===== src/rtl/pp_obs_pkg.sv =====
// Shared types and constants for the ping-pong counter observer.
// The observer FSM states and the direction encoding it reconstructs.
package pp_obs_pkg;

    typedef enum logic [1:0] {
        IDLE  = 2'd0,
        ACQ   = 2'd1,
        TRACK = 2'd2
    } state_t;

    localparam logic DIR_UP   = 1'b1;
    localparam logic DIR_DOWN = 1'b0;

endpackage


===== src/rtl/ping_pong_step_predictor.sv =====
// Predicts the counter's next value from the previous value and direction,
// plus the opposite (reversal) step and whether that reversal stays in range.
module ping_pong_step_predictor #(
    parameter int WIDTH = 4
) (
    input  logic [WIDTH-1:0] p,
    input  logic             d,
    input  logic [WIDTH-1:0] max,
    input  logic [WIDTH-1:0] min,
    output logic [WIDTH:0]   e_norm,
    output logic             is_turn,
    output logic [WIDTH:0]   e_flip,
    output logic             flip_ok
);

    localparam logic [WIDTH:0] ONE = (WIDTH+1)'(1);

    logic [WIDTH:0] p_x;
    logic [WIDTH:0] max_x;
    logic [WIDTH:0] min_x;
    logic           step_up;

    assign p_x   = {1'b0, p};
    assign max_x = {1'b0, max};
    assign min_x = {1'b0, min};

    // One bit of headroom keeps 0-1 from aliasing onto a legal in-range value.
    always_comb begin
        is_turn = d ? (p == max) : (p == min);
        step_up = d ^ is_turn;
        e_norm  = step_up ? (p_x + ONE) : (p_x - ONE);
        e_flip  = step_up ? (p_x - ONE) : (p_x + ONE);
        flip_ok = (e_flip >= min_x) && (e_flip <= max_x);
    end

endmodule


===== src/rtl/ping_pong_observer.sv =====
// Rebuilds a ping-pong counter's direction from its output values, classifying
// each sample as a normal step, boundary turn, mid-range flip or illegal step.
module ping_pong_observer
    import pp_obs_pkg::*;
#(
    parameter int WIDTH = 4,
    parameter int CNT_W = 8
) (
    input  logic             clk,
    input  logic             rst,
    input  logic             sample_en,
    input  logic [WIDTH-1:0] value,
    input  logic [WIDTH-1:0] max,
    input  logic [WIDTH-1:0] min,
    output logic             direction,
    output logic             locked,
    output logic             turn_pulse,
    output logic             flip_pulse,
    output logic             err_pulse,
    output logic             error,
    output logic [CNT_W-1:0] bounce_count,
    output logic [CNT_W-1:0] err_count
);

    localparam logic [WIDTH:0]   ONE     = (WIDTH+1)'(1);
    localparam logic [CNT_W-1:0] CNT_ONE = CNT_W'(1);

    state_t           state_reg, state_next;
    logic [WIDTH-1:0] prev_reg, prev_next;
    logic             dir_reg, dir_next;
    logic [WIDTH-1:0] max_reg, min_reg;
    logic             turn_reg, turn_next;
    logic             flip_reg, flip_next;
    logic             err_reg, err_next;
    logic             error_reg;
    logic [CNT_W-1:0] bounce_reg, errc_reg;

    logic [WIDTH:0]   e_norm, e_flip;
    logic             is_turn, flip_ok;
    logic [WIDTH:0]   v_x, p_x;
    logic             range_ok, range_chg, in_range;

    ping_pong_step_predictor #(.WIDTH(WIDTH)) u_pred (
        .p       (prev_reg),
        .d       (dir_reg),
        .max     (max),
        .min     (min),
        .e_norm  (e_norm),
        .is_turn (is_turn),
        .e_flip  (e_flip),
        .flip_ok (flip_ok)
    );

    assign v_x       = {1'b0, value};
    assign p_x       = {1'b0, prev_reg};
    assign range_ok  = (max > min);
    assign range_chg = (max != max_reg) || (min != min_reg);
    assign in_range  = (value >= min) && (value <= max);

    always_comb begin
        state_next = state_reg;
        prev_next  = prev_reg;
        dir_next   = dir_reg;
        turn_next  = 1'b0;
        flip_next  = 1'b0;
        err_next   = 1'b0;
        if (sample_en) begin
            prev_next = value;
            if (state_reg == IDLE || range_chg) begin
                // Fresh start or new bounds: nothing to compare against yet.
                state_next = ACQ;
            end else if (!range_ok) begin
                err_next = (value != prev_reg);
            end else if (!in_range) begin
                err_next = 1'b1;
            end else if (state_reg == ACQ) begin
                if (v_x == p_x + ONE) begin
                    dir_next   = DIR_UP;
                    state_next = TRACK;
                end else if (v_x == p_x - ONE) begin
                    dir_next   = DIR_DOWN;
                    state_next = TRACK;
                end else begin
                    err_next = 1'b1;
                end
            end else begin
                if (v_x == e_norm) begin
                    dir_next  = (e_norm > p_x) ? DIR_UP : DIR_DOWN;
                    turn_next = is_turn;
                end else if (flip_ok && v_x == e_flip) begin
                    dir_next  = ~dir_reg;
                    flip_next = 1'b1;
                end else begin
                    err_next = 1'b1;
                end
            end
            if (err_next) begin
                state_next = ACQ;
            end
        end
    end

    always_ff @(posedge clk) begin
        if (rst) begin
            state_reg  <= IDLE;
            prev_reg   <= '0;
            dir_reg    <= DIR_UP;
            max_reg    <= '0;
            min_reg    <= '0;
            turn_reg   <= 1'b0;
            flip_reg   <= 1'b0;
            err_reg    <= 1'b0;
            error_reg  <= 1'b0;
            bounce_reg <= '0;
            errc_reg   <= '0;
        end else begin
            state_reg <= state_next;
            prev_reg  <= prev_next;
            dir_reg   <= dir_next;
            turn_reg  <= turn_next;
            flip_reg  <= flip_next;
            err_reg   <= err_next;
            if (sample_en) begin
                max_reg <= max;
                min_reg <= min;
            end
            if (err_next) begin
                error_reg <= 1'b1;
            end
            if (turn_next && bounce_reg != '1) begin
                bounce_reg <= bounce_reg + CNT_ONE;
            end
            if (err_next && errc_reg != '1) begin
                errc_reg <= errc_reg + CNT_ONE;
            end
        end
    end

    assign direction    = dir_reg;
    assign locked       = (state_reg == TRACK);
    assign turn_pulse   = turn_reg;
    assign flip_pulse   = flip_reg;
    assign err_pulse    = err_reg;
    assign error        = error_reg;
    assign bounce_count = bounce_reg;
    assign err_count    = errc_reg;

endmodule


===== config.mk =====
export PLATFORM = sky130hd
export DESIGN_NAME = ping_pong_observer
export DESIGN_NICKNAME = d
export VERILOG_FILES = /design/src/rtl/pp_obs_pkg.sv /design/src/rtl/ping_pong_step_predictor.sv /design/src/rtl/ping_pong_observer.sv
export SDC_FILE = /design/constraint.sdc
export NUM_CORES = 1
export LEC_CHECK = 0
export CAP_MARGIN = 10
export CORE_UTILIZATION = 57
export CTS_CLUSTER_SIZE = 8
export DETAILED_ROUTE_END_ITERATION = 6
export GPL_TIMING_DRIVEN = 0
export HOLD_SLACK_MARGIN = 0.06
export PLACE_DENSITY = 0.9
export SKIP_LAST_GASP = 1
export SYNTH_ARGS = -nofsm -noshare
export SYNTH_HDL_FRONTEND = slang
export SYNTH_SLANG_ARGS = --single-unit

===== constraint.sdc =====
create_clock -name clk -period 4.5 [get_ports clk]
set_clock_uncertainty 0.1 [all_clocks]
set_input_delay 0.45 -clock clk [delete_from_list [all_inputs] [get_ports clk]]
set_output_delay 0.45 -clock clk [all_outputs]
set_load 0.02 [all_outputs]

After elaboration in Yosys (flattened, before gate mapping)
Cells that the tools add are included.
Widths: inputs -> output; s select.
{ "word_totals": {"reg_bits": 35, "in_bits": 15, "output_inout_bits": 22, "elab_cells": 90} }
{ "classes": {"add_sub_neg": 4, "order_cmp": 6, "eq_ne": 14, "n_mux": 33, "n_bitwise": 6, "reduce_logical": 16} }
{ "ops": {"columns": ["cell", "count"], "rows": [
  ["$mux 1", 24],
  ["$eq 4x5->1", 4],
  ["$add 8x1->8 const B", 2],
  ["$ne 8x8->1 const B", 2],
  ["$mux 2", 7],
  ["$ne 4x4->1", 3],
  ["$reduce_bool 3->1", 4],
  ["$mux 5", 2],
  ["$eq 4x4->1", 2],
  ["$reduce_or 7->1", 1],
  ["$reduce_and 6->1", 1],
  ["$add 4x1->5 const B", 1],
  ["$ge 5x4->1", 1],
  ["$gt 5x4->1", 1],
  ["$le 5x4->1", 1],
  ["$logic_and 1x1->1", 5],
  ["$not 1->1", 5],
  ["$reduce_and 5->1", 1],
  ["$sub 4x1->5 const B", 1],
  ["$ge 4x4->1", 1],
  ["$gt 4x4->1", 1],
  ["$le 4x4->1", 1],
  ["$reduce_bool 4->1", 1],
  ["$ne 3x1->1 const B", 1],
  ["other kinds (5)", 6]
]} }

Longest topological paths before layout
{ "depth": {"depth_word": 16, "depth_mapped": 18} }

Modules after synthesis
A second synthesis with hierarchy kept.
{ "unflattened": {"cells_unflattened": 328, "area_unflattened_um2": 2857.7} }
{ "modules_own_cells": {"columns": ["module", "n_inst", "cells_each", "area_each_um2"], "rows": [
  ["ping_pong_observer", 1, 266, 2354.8],
  ["ping_pong_step_predictor", 1, 62, 503.0]
]} }

Worst setup path after synthesis
Ideal clock, no wire load.
{ "synth_path": {"path_kind": "reg2reg", "start": "reg dir_reg, in the netlist direction", "end": "reg errc_reg[0], in the netlist err_count[0]", "setup_ns": 0.121, "arrival_time_ns": 3.769, "t_required_ns": 4.279, "setup_slack_ns": 0.510, "stages_incl_launch_ff": 18, "n_path_buf": 2, "path_cell_list": "dfxtp_1 buf_6 mux2i_1 xnor2_1 and4bb_1 buf_6 xnor2_2 mux2i_1 xnor2_1 ha_1 o21ai_0 a21oi_1 nor3_1 o21ai_0 a2111o_1 o21ai_2 a21oi_1 mux2_2"} }
{ "synth_between": {"elab_chain_len": 15, "word_cells_on_any_way": 19, "cone_classes": "order compare: 2; eq/ne: 2; mux: 11; bitwise: 1; reduce/logical: 3"} }
{ "synth_rtl": {"columns": ["element", "line", "rtl"], "rows": [
  ["from (decl)", "ping_pong_observer.sv:30", "logic dir_reg, dir_next;"],
  ["from (signal assigned)", "ping_pong_observer.sv:119", "dir_reg <= dir_next;"],
  ["$mux 1", "ping_pong_step_predictor.sv:29", "is_turn = d ? (p == max) : (p == min);"],
  ["$xor 1x1->1 *", "ping_pong_step_predictor.sv:30", "step_up = d ^ is_turn;"],
  ["$mux 5", "ping_pong_step_predictor.sv:32", "e_flip = step_up ? (p_x - ONE) : (p_x + ONE);"],
  ["$ge 5x4->1 or $le 5x4->1 (tied branches)", "ping_pong_step_predictor.sv:33", "flip_ok = (e_flip >= min_x) && (e_flip <= max_x);"],
  ["$logic_and 1x1->1", "ping_pong_step_predictor.sv:33", null],
  ["$logic_and 1x1->1", "ping_pong_observer.sv:90", "end else if (flip_ok && v_x == e_flip) begin"],
  ["$mux 1", "ping_pong_observer.sv:90", null],
  ["$mux 1 *", "ping_pong_observer.sv:87", "if (v_x == e_norm) begin"],
  ["$mux 1 *", "ping_pong_observer.sv:76", "end else if (state_reg == ACQ) begin"],
  ["$mux 1 *", "ping_pong_observer.sv:74", "end else if (!in_range) begin"],
  ["$mux 1 *", "ping_pong_observer.sv:72", "end else if (!range_ok) begin"],
  ["$mux 1 *", "ping_pong_observer.sv:69", "if (state_reg == IDLE || range_chg) begin"],
  ["$mux 1 * (2 in series)", "ping_pong_observer.sv:67", "if (sample_en) begin"],
  ["$logic_and 1x1->1 *", "ping_pong_observer.sv:133", "if (err_next && errc_reg != '1) begin"],
  ["to (signal assigned)", "ping_pong_observer.sv:134", "errc_reg <= errc_reg + CNT_ONE;"],
  ["to (decl)", "ping_pong_observer.sv:36", "logic [CNT_W-1:0] bounce_reg, errc_reg;"]
]} }
Every way passes the cells marked *; elsewhere a longest branch is shown, timed or not. The select of a mux whose other input is x is not followed.
A chain may end at the register's enable or synchronous reset.

Final worst setup path
{ "layout_path": {"start": "in min[3]", "end": "reg errc_reg[0], in the netlist err_count[0]"} }
{ "layout_between": {"elab_chain_len": 16, "word_cells_on_any_way": 26, "cone_classes": "order compare: 4; eq/ne: 4; mux: 11; bitwise: 1; reduce/logical: 6"} }
{ "layout_rtl": {"columns": ["element", "line", "rtl"], "rows": [
  ["from (decl)", "ping_pong_observer.sv:14", "input logic [WIDTH-1:0] min,"],
  ["$eq 4x4->1", "ping_pong_step_predictor.sv:29", null],
  ["$mux 1", "ping_pong_step_predictor.sv:29", null],
  ["$xor 1x1->1", "ping_pong_step_predictor.sv:30", null],
  ["$mux 5", "ping_pong_step_predictor.sv:32", null],
  ["$ge 5x4->1 or $le 5x4->1 (tied branches)", "ping_pong_step_predictor.sv:33", null],
  ["$logic_and 1x1->1", "ping_pong_step_predictor.sv:33", null],
  ["$logic_and 1x1->1", "ping_pong_observer.sv:90", null],
  ["$mux 1", "ping_pong_observer.sv:90", null],
  ["$mux 1", "ping_pong_observer.sv:87", null],
  ["$mux 1", "ping_pong_observer.sv:76", null],
  ["$mux 1", "ping_pong_observer.sv:74", null],
  ["$mux 1", "ping_pong_observer.sv:72", null],
  ["$mux 1 *", "ping_pong_observer.sv:69", null],
  ["$mux 1 * (2 in series)", "ping_pong_observer.sv:67", null],
  ["$logic_and 1x1->1 *", "ping_pong_observer.sv:133", null]
]} }
Marks and branches as above.

==> run summary <==
status: finished clean
CTS Root Cell: clkbuf_8
clock slew at reported path FFs: 0.08 ns
total CTS buffers: 5
Skew-Pair Late Insertion Delay: 0.30 ns
Mapped Area: 0.003095 mm²
area of the multi-input gates: 0.002257 mm²
syn_nets: 425
die span in x: 75.69 µm
post-synthesis sequential area ratio: 0.2264
commonest cells after routing, fill and taps aside: 41 x nor2_1, 35 x dfxtp_1, 28 x ha_1, 28 x clkdlybuf4s50_1, 22 x xnor2_1
die area: 0.005729 mm²
Hold Crit Endpoint: err_count[1]$_SDFFE_PP0P_
Internal Power: 605.5 µW
# diodes: 0
Crit-path slowest cell: clkdlybuf4s50_1
Die Span Y: 75.69 µm
relative slew slack: 0.4807
largest net degree at the start of global routing: 12
vias in the first global route: 2832
Fin Setup TNS: 0 ns
critical path peak fanout: 9
Combinational Power Share: 0.295
First-pass DRT Iterations: 7
first-pass GRT wire length: 12.99 mm
worst stage delay on the critical path: 0.56 ns
Placer Congestion: 0.9265
Slew Limit Fails: 0
gr ovfl total: 0
Register-to-Register Setup Slack: 0.14 ns
commonest non-fill, non-tap cell in the layout: nor2_1
row cnt: 26
syn avg cell area: 8.103 µm²
cells after synthesis: 382
FMAX: 226.0 MHz
Area Overhead vs Synth: 20.65%
Util after Layout: 0.7221
vias per cell: 6.237
hold slack final: 0.4140 ns
Total Wirelength: 8.252 mm
Min-Delay Startpoint: err_count[1]$_SDFFE_PP0P_
endpoints failing setup: 0
crit-path cells: clkdlybuf4s50_1 > mux2i_1 > xnor2_1 > and4bb_1 > buf_6 > xnor2_4 > buf_12 > mux2i_2 > xnor2_1 > ha_1 > o21ai_0 > a21oi_1 > nor3_2 > o21ai_0 > a2111o_1 > o21ai_4 > a21oi_1 > mux2_2
dominant cell type by area after synthesis: dfxtp_1
ys flop type: dfxtp_1
maximum buffer depth of the clock tree: 2
Post-synth ARST share: 0
CP Launch Type: input port
Critical Path RT: 4.59 ns
Reg2Reg Launch Point: prev_reg[0]$_SDFFE_PP0P_
reg2reg end: err_count[0]$_SDFFE_PP0P_
Clk pwr share: 0.340
# DRC: 0
initial DRC count: 427
dpl hpwl: 5.888 mm
sw frac: 0.3133
type of the worst setup path: in2reg
Initial Util: 0.5985
layout cells sized above 1: 0.08411
final non-filler cell total: 498
Arr. time, crit path: 4.51 ns
crit end category: flop
CORE AREA: 0.005172 mm²
share of power burned in registers: 0.366
worst r2r path cells: 17
post-synth cell types: 56
endpoints failing hold: 0
clk sinks: 35
max-cap violation count: 0
Yosys Warn Count: 0
Sw Pwr: 276.3 µW
io pins: 37
Nets: 470
Hold-fix buffers, CTS: 0
placed cell count: 487
CTS tree: built
Hold WC Path Type: reg2reg
number of synthesized flops with an enable pin: 0
WL/cell: 16.57 µm
Power per Cell Area: 236.1 mW/mm²
Yosys reg bits: 35
Filler Cells Inserted: 377
Final Critical Period: 4.425 ns
final instance area: 0.003735 mm²
ranking of synthesized cells by area: dfxtp_1 23%, ha_1 11%, mux2i_1 7.4%
Port Buffers: 35
detailed-route via count: 3106
H-tree depth: 2
leakage: 0.001572 µW
Final ANT Viol Nets: 0
dpl cell area: 0.003533 mm²
period utilization: 0.9834
measured slew at the worst slew-check pin: 0.7735 ns
GR Util All Layers: 0.2995
Synth top area share: 0.2264
peak supply drop: 0.1754 mV
Reg area: 700.7 µm²
antenna violations before repair: 0
Hold Path Cell Cnt: 2
==> logic make-up (layout without fill, tap and decap cells) <==
| kind of cell | count (synthesis) | after routing | share of synthesized area |
|---|---|---|---|
| buffers and inverters | 40 | 86 | 0.05456 |
| AND/OR/NAND/NOR | 146 | 146 | 0.2522 |
| AO/OA/AOI/OAI | 67 | 67 | 0.1455 |
| multiplexers | 35 | 35 | 0.1180 |
| XOR/XNOR | 31 | 31 | 0.09014 |
| flip-flops | 35 | 35 | 0.2264 |
| adder cells (fa/ha/maj) | 28 | 28 | 0.1132 |
==> layer usage <==
layer  up-vias  part of all wire  GRT usage
li1       1462                 -          -
met1      1472              0.42     0.3834
met2       134              0.48     0.4970
met3        38             0.060    0.06085
met4         0             0.032     0.1152
met5         -                 0          0
==> worst max path at each step <==
| stage | from | endpoint | slack (ns) | depth (start not counted) |
|---|---|---|---|---|
| 2_1_floorplan | direction$_SDFFE_PP1P_ | err_count[0]$_SDFFE_PP0P_ | 0.51 | 17 |
| 3_3_place_gp | min[0] | state_reg[0]$_SDFFE_PP0P_ | -0.48 | 17 |
| 3_5_place_dp | max[0] | err_count[0]$_SDFFE_PP0P_ | -0.53 | 17 |
| 4_1_cts | max[0] | err_count[0]$_SDFFE_PP0P_ | 0.02 | 18 |
| 5_1_grt | min[3] | err_count[0]$_SDFFE_PP0P_ | -0.05 | 19 |
| 6_report | min[3] | err_count[0]$_SDFFE_PP0P_ | 0.07 | 18 |
==> Yosys cell counts (all sizes together) (2+ instances only) <==
cell	n
mux2i	23
a221o	2
a21oi	19
inv	20
or4	3
ha	28
and4	2
nand3	19
clkbuf	14
a21o	6
and3	4
a31oi	3
buf	6
nor2b	16
nand2b	2
a211o	3
nand4	14
a211oi	2
nor3	10
mux2	12
o21a	8
or3	2
nor4	7
o21ai	10
dfxtp	35
and2	2
nand2	18
o211ai	2
o22ai	3
nor2	41
xor2	8
xnor2	23
==> power groups by stage <==
stage,logic (µW),clock network [µW],registers (µW)
after floorplan,176,0,328
after global placement,229,0,329
after detailed placement,240,0,329
after CTS,248,299,322
after global routing,283,312,323
final,260,300,323
==> critical path, delay by kind of cell <==
family / cells / cell delay [ns]
mux: 3 / 0.73
buf+inv: 3 / 0.86
compound gates: 6 / 1.19
xor+xnor: 3 / 0.59
fa+ha+maj: 1 / 0.30
simple gates: 2 / 0.38
==> timing repair <==
action,4_1_cts,5_1_grt
buffers inserted,1,2
pin swaps,1,3
gates resized for setup,3,9
setup endpoints to repair,13,13
cloned,0,0
endpoints found under the hold margin,0,0
==> per-stage QoR <==
stage,worst slack [ns],total power [µW]
after CTS,0.02407,869.4
after global routing,-0.05192,917.8
final,0.07461,881.8
after floorplan,0.5104,503.8
after detailed placement,-0.5321,569.1
after global placement,-0.4761,557.9
==> area by class of cell <==
type / instances / share of cell area
multi-input combinational: 307 / 0.6044
clock inverter: 2 / 0.009380
sequential: 35 / 0.1876
buffer: 20 / 0.02513
clock buffer: 6 / 0.02211
inverter: 20 / 0.02010
timing repair buffer: 38 / 0.1079
tap: 70 / 0.02345
Note: power is estimated with default switching activity, not from simulation.
